**src/rtl/circulant_transpose_ctrl.sv**
```systemverilog
// rtl/circulant_transpose_ctrl.sv - row-major fill / column-major drain sequencer for a circulant word-sliced store
// Optional statistics ports are enabled with CIRC_XPOSE_STATS_EN.
module circulant_transpose_ctrl #(
    parameter int MATRIX_DIM = 4,
    parameter int COL_WIDTH  = 8,
    parameter int WORD_LEN   = 32,
    parameter int ADDR_LEN   = $clog2(MATRIX_DIM)
) (
    input  logic                clk,
    input  logic                rst_n,
    input  logic                s_valid,
    output logic                s_ready,
    input  logic [WORD_LEN-1:0] s_data,
    output logic                m_valid,
    input  logic                m_ready,
    output logic [WORD_LEN-1:0] m_data,
    output logic                m_last,
    output logic                mem_write_en,
    output logic [ADDR_LEN-1:0] mem_write_row,
    output logic [ADDR_LEN-1:0] mem_write_col,
    output logic [WORD_LEN-1:0] mem_data_in,
    output logic                mem_read_en,
    output logic [ADDR_LEN-1:0] mem_read_row,
    output logic [ADDR_LEN-1:0] mem_read_col,
    input  logic [WORD_LEN-1:0] mem_data_out,
    output logic                busy
`ifdef CIRC_XPOSE_STATS_EN
    ,
    output logic [15:0]         frame_count,
    output logic [15:0]         stall_count
`endif
);

    localparam int CPW    = WORD_LEN / COL_WIDTH;
    localparam int WPR    = MATRIX_DIM / CPW;
    localparam int NWORDS = MATRIX_DIM * WPR;
    localparam int CNT_W  = $clog2(NWORDS) + 1;
    localparam logic [CNT_W-1:0] CPW_C   = CNT_W'(CPW);
    localparam logic [CNT_W-1:0] WPR_M1  = CNT_W'(WPR - 1);
    localparam logic [CNT_W-1:0] DIM_M1  = CNT_W'(MATRIX_DIM - 1);
    localparam logic [CNT_W-1:0] LAST_IX = CNT_W'(NWORDS - 1);

    typedef enum logic [1:0] {ST_FILL, ST_DRAIN, ST_FLUSH} state_e;

    state_e             state_q, state_d;
    logic [CNT_W-1:0]   wr_cnt_q, wr_cnt_d, wcol_q, wcol_d, wrow_q, wrow_d;
    logic [CNT_W-1:0]   rd_cnt_q, rd_cnt_d, rk_q, rk_d, rc_q, rc_d;
    logic               pend_q, pend_last_q, pend_last_d;
    logic [1:0]         cnt_q, cnt_d;
    logic [WORD_LEN-1:0] buf0_q, buf0_d, buf1_q, buf1_d;
    logic               last0_q, last0_d, last1_q, last1_d;
    logic               pop, can_issue;

    assign m_valid       = (cnt_q != 2'd0);
    assign m_data        = buf0_q;
    assign m_last        = m_valid && last0_q;
    assign pop           = m_valid && m_ready;
    assign mem_data_in   = s_data;
    assign mem_write_row = ADDR_LEN'(wrow_q);
    assign mem_write_col = ADDR_LEN'(wcol_q * CPW_C);
    assign mem_read_row  = ADDR_LEN'(rk_q * CPW_C);
    assign mem_read_col  = ADDR_LEN'(rc_q);
    assign busy          = (state_q != ST_FILL) || (wr_cnt_q != '0);

    // A read may issue only if the word it returns is guaranteed a buffer slot,
    // counting the slot freed by a handshake in this same cycle.
    assign can_issue = (cnt_q == 2'd0) ||
                       (cnt_q == 2'd1 && (!pend_q || pop)) ||
                       (cnt_q == 2'd2 && !pend_q && pop);

    always_comb begin
        state_d      = state_q;
        wr_cnt_d     = wr_cnt_q;
        wcol_d       = wcol_q;
        wrow_d       = wrow_q;
        rd_cnt_d     = rd_cnt_q;
        rk_d         = rk_q;
        rc_d         = rc_q;
        pend_last_d  = 1'b0;
        s_ready      = 1'b0;
        mem_write_en = 1'b0;
        mem_read_en  = 1'b0;
        case (state_q)
            ST_FILL: begin
                s_ready      = 1'b1;
                mem_write_en = s_valid;
                if (s_valid) begin
                    wr_cnt_d = wr_cnt_q + 1'b1;
                    if (wcol_q == WPR_M1) begin
                        wcol_d = '0;
                        wrow_d = wrow_q + 1'b1;
                    end else begin
                        wcol_d = wcol_q + 1'b1;
                    end
                    if (wr_cnt_q == LAST_IX) begin
                        state_d  = ST_DRAIN;
                        wr_cnt_d = '0;
                        wcol_d   = '0;
                        wrow_d   = '0;
                    end
                end
            end
            ST_DRAIN: begin
                if (can_issue) begin
                    mem_read_en = 1'b1;
                    rd_cnt_d    = rd_cnt_q + 1'b1;
                    if (rk_q == WPR_M1) begin
                        rk_d = '0;
                        rc_d = (rc_q == DIM_M1) ? '0 : rc_q + 1'b1;
                    end else begin
                        rk_d = rk_q + 1'b1;
                    end
                    if (rd_cnt_q == LAST_IX) begin
                        pend_last_d = 1'b1;
                        state_d     = ST_FLUSH;
                    end
                end
            end
            ST_FLUSH: begin
                if (pop && last0_q) begin
                    state_d  = ST_FILL;
                    rd_cnt_d = '0;
                    rk_d     = '0;
                    rc_d     = '0;
                end
            end
            default: state_d = ST_FILL;
        endcase
    end

    // Two-entry skid buffer; store data lands one cycle after its read strobe.
    always_comb begin
        buf0_d  = buf0_q;
        buf1_d  = buf1_q;
        last0_d = last0_q;
        last1_d = last1_q;
        cnt_d   = cnt_q;
        if (pend_q && pop) begin
            if (cnt_q == 2'd1) begin
                buf0_d  = mem_data_out;
                last0_d = pend_last_q;
            end else begin
                buf0_d  = buf1_q;
                last0_d = last1_q;
                buf1_d  = mem_data_out;
                last1_d = pend_last_q;
            end
        end else if (pend_q) begin
            cnt_d = cnt_q + 2'd1;
            if (cnt_q == 2'd0) begin
                buf0_d  = mem_data_out;
                last0_d = pend_last_q;
            end else begin
                buf1_d  = mem_data_out;
                last1_d = pend_last_q;
            end
        end else if (pop) begin
            cnt_d   = cnt_q - 2'd1;
            buf0_d  = buf1_q;
            last0_d = last1_q;
        end
    end

    always_ff @(posedge clk or negedge rst_n) begin
        if (!rst_n) begin
            state_q     <= ST_FILL;
            wr_cnt_q    <= '0;
            wcol_q      <= '0;
            wrow_q      <= '0;
            rd_cnt_q    <= '0;
            rk_q        <= '0;
            rc_q        <= '0;
            pend_q      <= 1'b0;
            pend_last_q <= 1'b0;
            cnt_q       <= 2'd0;
            buf0_q      <= '0;
            buf1_q      <= '0;
            last0_q     <= 1'b0;
            last1_q     <= 1'b0;
        end else begin
            state_q     <= state_d;
            wr_cnt_q    <= wr_cnt_d;
            wcol_q      <= wcol_d;
            wrow_q      <= wrow_d;
            rd_cnt_q    <= rd_cnt_d;
            rk_q        <= rk_d;
            rc_q        <= rc_d;
            pend_q      <= mem_read_en;
            pend_last_q <= pend_last_d;
            cnt_q       <= cnt_d;
            buf0_q      <= buf0_d;
            buf1_q      <= buf1_d;
            last0_q     <= last0_d;
            last1_q     <= last1_d;
        end
    end

`ifdef CIRC_XPOSE_STATS_EN
    logic [15:0] frame_q, stall_q;

    always_ff @(posedge clk or negedge rst_n) begin
        if (!rst_n) begin
            frame_q <= 16'h0000;
            stall_q <= 16'h0000;
        end else begin
            if (pop && last0_q) begin
                frame_q <= frame_q + 16'h0001;
            end
            if (m_valid && !m_ready && stall_q != 16'hFFFF) begin
                stall_q <= stall_q + 16'h0001;
            end
        end
    end

    assign frame_count = frame_q;
    assign stall_count = stall_q;
`endif

endmodule
```
**config.mk**
```make
export PLATFORM = sky130hd
export DESIGN_NAME = circulant_transpose_ctrl
export DESIGN_NICKNAME = d
export VERILOG_FILES = /design/src/rtl/circulant_transpose_ctrl.sv
export SDC_FILE = /design/constraint.sdc
export NUM_CORES = 1
export LEC_CHECK = 0
export ABC_AREA = 1
export ABC_CLOCK_PERIOD_IN_PS = 2200
export CAP_MARGIN = 10
export CORE_ASPECT_RATIO = 0.75
export CORE_MARGIN = 3
export CORE_UTILIZATION = 36
export DETAILED_ROUTE_END_ITERATION = 8
export HOLD_SLACK_MARGIN = 0.02
export MAX_ROUTING_LAYER = met4
export PLACE_DENSITY_LB_ADDON = 0.15
export SYNTH_ARGS = -nofsm -noshare
export SYNTH_HDL_FRONTEND = slang
export SYNTH_SLANG_ARGS = --single-unit
```
**constraint.sdc**
```tcl
create_clock -name clk -period 2.2 [get_ports clk]
set_input_delay 0.22 -clock clk [delete_from_list [all_inputs] [get_ports clk]]
set_output_delay 0.22 -clock clk [all_outputs]
set_load 0.005 [all_outputs]
```
After elaboration in Yosys (flattened, before gate mapping)
Index checks and enable logic that the tools add are counted.
{"block": "classes", "add_sub_neg": 8, "n_eq_ne": 16, "muxes": 48, "bitwise_logic": 1, "n_reduce_logical": 32}
{"cell": "2-to-1 mux 32 bit", "count": 9}
{"cell": "2-to-1 mux 3 bit", "count": 12}
{"cell": "adder 3 x 1 -> 3 bit, second input constant", "count": 6}
{"cell": "one-hot mux 3 bit (2 select lines)", "count": 3}
{"cell": "2-to-1 mux 1 bit", "count": 16}
{"cell": "!= test 2 bit, second input constant", "count": 8}
{"cell": "2-to-1 mux 2 bit", "count": 7}
{"cell": "nonzero test 2 bit", "count": 6}
{"cell": "equality test 3 x 2 -> 1 bit, second input constant", "count": 3}
{"cell": "AND reduction 3 bit", "count": 3}
{"cell": "logical AND 1 bit", "count": 7}
{"cell": "logical NOT 3 bit", "count": 2}
{"cell": "one-hot mux 2 bit (3 select lines)", "count": 1}
{"cell": "AND reduction 2 bit", "count": 3}
{"cell": "nonzero test 3 bit", "count": 2}
{"cell": "AND reduction 5 bit", "count": 1}
{"cell": "equality test 2 x 1 -> 1 bit, second input constant", "count": 2}
{"cell": "equality test 2 bit, second input constant", "count": 2}
{"cell": "logical NOT 2 bit", "count": 2}
{"cell": "logical OR 1 bit", "count": 4}
{"cell": "AND reduction 4 bit", "count": 1}
{"cell": "!= test 3 x 1 -> 1 bit, second input constant", "count": 1}
{"cell": "adder 2 x 1 -> 2 bit, second input constant", "count": 1}
{"cell": "subtractor 2 x 1 -> 2 bit, second input constant", "count": 1}
{"cell": "2 further kinds", "count": 2}
{"block": "word_totals", "regBits": 90, "out_inout_bits": 78, "wordCells": 119}

Longest topological paths before layout
Gate-level depths: netlist of run 1.
{"block": "depth", "ltp_word": 8, "ltp_mapped": 13, "mapped_depth_nobuf": 12}

Least setup slack after synthesis of run 1
OpenSTA, ideal clock, no wires.
{"block": "synth_path", "path_kind": "register to register", "start": "register cnt_q[0]", "end": "register buf0_q[13], in the netlist m_data[13]", "setup_time_ps": 134, "arrival_ps": 1871, "required_time_ps": 2066, "path_slack_ps": 196, "stages_incl_launch_ff": 13, "n_path_buf": 2, "period_less_slack_ps": 2004, "cell_sequence": "dfrtp_1 inv_1 ha_1 inv_2 nand2_4 inv_1 ha_1 nand2_2 o21ai_2 buf_6 buf_2 o211ai_1 o21ai_0"}
{"block": "synth_between", "elab_chain_len": 5, "elab_cells_between_ends": 10, "cone_classes": "2 x eq/ne; 2 x mux; 6 x reduce/logical"}
{"element": "start: declaration", "line_no": "49", "rtl": "logic [1:0] cnt_q, cnt_d;"}
{"element": "start signal: assignment", "line_no": "190", "rtl": "cnt_q <= cnt_d;"}
{"element": "nonzero test 2 bit *", "line_no": "54", "rtl": "assign m_valid = (cnt_q != 2'd0);"}
{"element": "net m_valid", "line_no": "14", "rtl": "output logic m_valid,"}
{"element": "logical AND 1 bit *", "line_no": "57", "rtl": "assign pop = m_valid && m_ready;"}
{"element": "logical AND 1 bit", "line_no": "138", "rtl": "if (pend_q && pop) begin"}
{"element": "!= test 3 x 1 -> 1 bit (no line) / nonzero test 3 bit (equally long branches)"}
{"element": "AND reduction 2 bit (no line)"}
{"element": "end signal: assignment", "line_no": "191", "rtl": "buf0_q <= buf0_d;"}
{"element": "end: declaration", "line_no": "50", "rtl": "logic [WORD_LEN-1:0] buf0_q, buf0_d, buf1_q, buf1_d;"}
The timed path passes the listed nets; every way through them passes the cells marked *.
A chain may end at the register's enable or synchronous reset.

Final worst setup path of run 1
{"block": "layout_path", "start": "register cnt_q[1]", "end": "output port mem_read_en"}
{"block": "layout_between", "elab_chain_len": 8, "elab_cells_between_ends": 13, "cone_classes": "2 x eq/ne; 2 x mux; 9 x reduce/logical"}
{"element": "nonzero test 2 bit", "line_no": "54"}
{"element": "logical AND 1 bit", "line_no": "57"}
{"element": "logical OR 1 bit", "line_no": "68", "rtl": "(cnt_q == 2'd1 && (!pend_q || pop)) ||"}
{"element": "logical AND 1 bit", "line_no": "68"}
{"element": "logical OR 1 bit", "line_no": "67", "rtl": "assign can_issue = (cnt_q == 2'd0) ||"}
{"element": "logical OR 1 bit *", "line_no": "68"}
{"element": "2-to-1 mux 1 bit *", "line_no": "104", "rtl": "if (can_issue) begin"}
{"element": "2-to-1 mux 1 bit *", "line_no": "83", "rtl": "case (state_q)"}
{"element": "end: declaration", "line_no": "22", "rtl": "output logic mem_read_en,"}
Mark *: on every way between the ends. The rest lies on a longest branch, timed or not.

==> results_tabular.tex, run 1 <==
\begin{tabular}{lr}
\hline
Metric & Value \\
\hline
\multicolumn{2}{l}{\textbf{Critical path}} \\
\quad Worst endpoint required time & 1.98 ns \\
\quad Family with the most delay on the worst path & buffers and inverters \\
\quad Critical path start-end classification & register to primary output \\
\quad Buffers and inverters on the worst path & 5 \\
\quad Slowest CP cell & sky130\_fd\_sc\_hd\_\_dfrtp\_1 \\
\quad Max Fanout on Critical Path & 4 \\
\quad Worst stage delay on the critical path & between 0.3 and 0.4 ns \\
\quad Nature of the critical path startpoint & register \\
\quad Cell chain of the critical path & inv\_2 -> ha\_4 -> inv\_2 -> nand2\_4 -> ha\_1 -> inv\_1 -> a21oi\_2 -> nand2\_1 -> nand2\_2 -> inv\_2 -> dlygate4sd2\_1 \\
\quad Data arrival time of the critical path & 1.87 ns \\
\quad Setup crit end kind & primary output \\
\quad Most common cell type on the critical path & sky130\_fd\_sc\_hd\_\_inv\_2 \\
\multicolumn{2}{l}{\textbf{Synth}} \\
\quad Cell count after synthesis & 517 \\
\quad Largest cells by area after synthesis & sky130\_fd\_sc\_hd\_\_dfrtp\_1, sky130\_fd\_sc\_hd\_\_nand2\_1, sky130\_fd\_sc\_hd\_\_inv\_1 \\
\quad Number of storage elements in the synthesis netlist & 89 \\
\quad Post-synth cell types & 27 \\
\quad Syn Area/Cell & 8.729 um\^{}2 \\
\quad Synth top area share & 49.35\% \\
\quad Post-synthesis cell area & between 4000 and 5000 um\^{}2 \\
\quad Cell accounting for the most synthesized area & sky130\_fd\_sc\_hd\_\_dfrtp\_1 \\
\quad Sequential share of the synthesized area & between 40\% and 50\% \\
\quad Warnings, synthesis & 0 \\
\multicolumn{2}{l}{\textbf{GRT}} \\
\quad Global-route usage over all layers & 14.18\% \\
\quad Global-route wire length before repair & 15190 um \\
\quad Remaining global-route overflow & 0 \\
\quad Pin count of the biggest net entering global routing & 90 \\
\quad Number of global-route vias before repair & approximately 3200 \\
\quad Number of antenna violations at the first check in global routing & 0 \\
\multicolumn{2}{l}{\textbf{Floorplan}} \\
\quad Effective utilization at floorplan & 37.89\% \\
\quad Row Count & 34 \\
\quad Die W & 135.3 um \\
\quad Total I/O pin count & 146 \\
\quad Height of the chip & 103.0 um \\
\quad CORE AREA & $\sim$12000 um\^{}2 \\
\quad Total die area & 13930 um\^{}2 \\
\multicolumn{2}{l}{\textbf{Timing}} \\
\quad Upper clock frequency limit & 477.5 MHz \\
\quad Post-route setup slack & 0.1058 ns \\
\quad Maximum clock skew at final layout & approximately 0.007 ns \\
\quad Final critical delay including setup and external delays & around 2.1 ns \\
\quad Tightest Pin Transition & roughly 0.72 ns \\
\quad Max-slew violation total from the final report & 0 \\
\quad Crit share post-route & 95.19\% \\
\quad Number of hold-slack violations in the final timing report & 0 \\
\quad Max\_slew headroom & 51.53\% \\
\quad Setup Total Neg Slack & 0 ns \\
\quad Number of endpoints failing setup at the final stage & 0 \\
\multicolumn{2}{l}{\textbf{Clock tree}} \\
\quad Inserted Clock Buffers & 9 \\
\quad Maximum level of the CTS H-tree & 3 \\
\quad Clock latency at the later pin of the worst-skew pair & 0.34 ns \\
\quad Maximum buffer depth of the clock tree & 2 \\
\quad Clock tree from TritonCTS & built \\
\quad CTS sink cnt & 89 \\
\quad Clock Pin Slew Worst Setup and Hold Paths & about 0.06 ns \\
\quad Clock root buffer & sky130\_fd\_sc\_hd\_\_clkbuf\_16 \\
\multicolumn{2}{l}{\textbf{Drt}} \\
\quad DRC errors left & 0 \\
\quad Total wirelength of the detailed-routed design & between 9000 and 10000 um \\
\quad Via count & 3304 \\
\quad Antenna viol nets, final & 0 \\
\quad Number of detailed-routing iterations run before antenna repair & 4 \\
\quad WL per Instance & 12.49 um \\
\quad Via-per-instance ratio & 4.520 \\
\quad Initial drt markers & 103 \\
\multicolumn{2}{l}{\textbf{Placed design}} \\
\quad Inst Count DP & 709 \\
\quad Gp weighted congestion & 0.7960 \\
\quad Placed Instance Area & 5204 um\^{}2 \\
\quad IO buf count & 77 \\
\quad Pre-CTS setup slack & 0.03976 ns \\
\quad Detail Placement HPWL & 6023 um \\
\multicolumn{2}{l}{\textbf{Job}} \\
\quad Max-cap violations & 0 \\
\multicolumn{2}{l}{\textbf{Cells and area}} \\
\quad Final cell count without fillers & around 730 \\
\quad Area growth from synthesis to layout & 23.43\% \\
\quad Number of filler cells placed in the layout & 1151 \\
\quad Most used cells in the layout excluding fill and tap cells & sky130\_fd\_sc\_hd\_\_nand2\_1, sky130\_fd\_sc\_hd\_\_inv\_1, sky130\_fd\_sc\_hd\_\_dfrtp\_1, sky130\_fd\_sc\_hd\_\_clkdlybuf4s50\_1, sky130\_fd\_sc\_hd\_\_o21ai\_0 \\
\quad Share of cells above drive strength 1 & just over 8\% \\
\quad Most frequent standard cell in the layout excluding fill and tap cells & sky130\_fd\_sc\_hd\_\_nand2\_1 \\
\quad Non-Filler Cell Area, Final & around 5600 um\^{}2 \\
\quad Antenna diode instance count & 0 \\
\quad Nets & between 600 and 700 \\
\multicolumn{2}{l}{\textbf{Worst hold path}} \\
\quad Classification of the worst-slack hold path & input pin to primary output \\
\multicolumn{2}{l}{\textbf{Pwr}} \\
\quad Power per cell area & 1457 nW/um\^{}2 \\
\quad Maximum ir drop on the vdd rail & 0.0005719 V \\
\quad Overall power & 0.008115 W \\
\quad Leakage power of the design & between 2 and 3 nW \\
\multicolumn{2}{l}{\textbf{Outcome}} \\
\quad Status & completed \\
\hline
\end{tabular}
-- synthesized netlist by cell type --
cell type and instances:
sky130_fd_sc_hd__nor3b_1 1, sky130_fd_sc_hd__xnor2_1 1, sky130_fd_sc_hd__o21ai_2 3, sky130_fd_sc_hd__nand2_2 1, sky130_fd_sc_hd__nand4_1 5, sky130_fd_sc_hd__o21ai_1 17
sky130_fd_sc_hd__inv_1 93, sky130_fd_sc_hd__o31ai_4 1, sky130_fd_sc_hd__buf_6 7, sky130_fd_sc_hd__or2_2 1, sky130_fd_sc_hd__ha_1 14, sky130_fd_sc_hd__nor2_1 9
sky130_fd_sc_hd__nand3_1 17, sky130_fd_sc_hd__nand2_4 1, sky130_fd_sc_hd__xor2_1 1, sky130_fd_sc_hd__dfrtp_1 89, sky130_fd_sc_hd__buf_2 8, sky130_fd_sc_hd__buf_8 2
sky130_fd_sc_hd__conb_1 1, sky130_fd_sc_hd__inv_2 1, sky130_fd_sc_hd__nor3_1 1, sky130_fd_sc_hd__nand2_1 100, sky130_fd_sc_hd__clkbuf_1 4, sky130_fd_sc_hd__a21oi_1 4
sky130_fd_sc_hd__o211ai_1 33, sky130_fd_sc_hd__o21ai_0 62, sky130_fd_sc_hd__buf_4 40
-- routing by layer --
metal	global-route usage [%]	part of all wire [%]	vias up
li1	-	-	1696
met1	18.75	50	1506
met2	20.87	43	81
met3	4.293	5.4	21
met4	4.725	1.6	0
met5	-	0	-
-- sequential cells by signal, summed over array words and instances (netlist names), 3 cells and up --
| signal | cells |
|---|---|
| rk_q | 3 |
| buf1_q | 32 |
| rd_cnt_q | 3 |
| wcol_q | 3 |
| rc_q | 3 |
| wr_cnt_q | 3 |
| m_data | 32 |
-- through the flow --
step           hold WS, ns  util, %
2_1_floorplan     -0.07559        -
3_3_place_gp        0.3126    43.69
4_1_cts             0.4400    46.50
3_5_place_dp        0.3114    43.69
6_report            0.4400    46.76
5_1_grt             0.4400    46.76
-- final timing paths --
kind                                 startpoint                     end  slack, ns  depth (start not counted)
max                        cnt_q[1]$_DFFE_PN0P_             mem_read_en       0.11                         11
min                                  s_data[14]         mem_data_in[14]       0.44                          0
max reg2reg                cnt_q[1]$_DFFE_PN0P_  m_data[15]$_DFFE_PN0P_       0.20                         12
min reg2reg                 rc_q[2]$_DFFE_PN0P_     rc_q[2]$_DFFE_PN0P_       0.48                          2
max in group asynchronous                 rst_n   m_data[4]$_DFFE_PN0P_       1.35                          3
min in group asynchronous                 rst_n        pend_q$_DFF_PN0_       0.46                          3
-- timing repair --
action                                  CTS  global route
buffers inserted                          3             2
hold buffers                              1             0
pin swaps                                 0             3
resized for setup                         3             5
endpoints found under the setup margin    1             9
endpoints found under the hold margin    89             0
-- logic make-up (layout without fill, tap and decap cells) --
group | after synthesis | in the layout | share of synthesized area (%)
AND/OR/NAND/NOR | 136 | 136 | 12.45
adder cells (fa/ha/maj) | 14 | 14 | 3.881
AO/OA/AOI/OAI | 120 | 120 | 15.75
flip-flops | 89 | 89 | 49.35
XOR/XNOR | 2 | 2 | 0.3882
buffers and inverters | 155 | 204 | 18.10
other | 1 | 4 | 0.08309
-- final cells by class --
type	count	area [um^2]	area share, %
well taps	162	202.7	3.639
clock buffers	9	225.2	4.043
multi-input cells	276	1514	27.18
repair buffers	94	972.2	17.45
clock inverters	7	76.32	1.370
flip-flops and latches	89	2227	39.98
inverters	94	352.8	6.334
-- report_power, final --
part           total, W  internal, W  switching (W)
logic           0.00379      0.00181        0.00198
registers       0.00278      0.00242       0.000359
clock network   0.00155     0.000888       0.000666
Power figures use the tool's default switching activity.
==> inputs of run 2 (changes only) <==
Settings changed: CAP_MARGIN 10 to 20.
==> results of run 2 <==
Same layout as run 1: the final DEF is identical, and so are final timing and power.
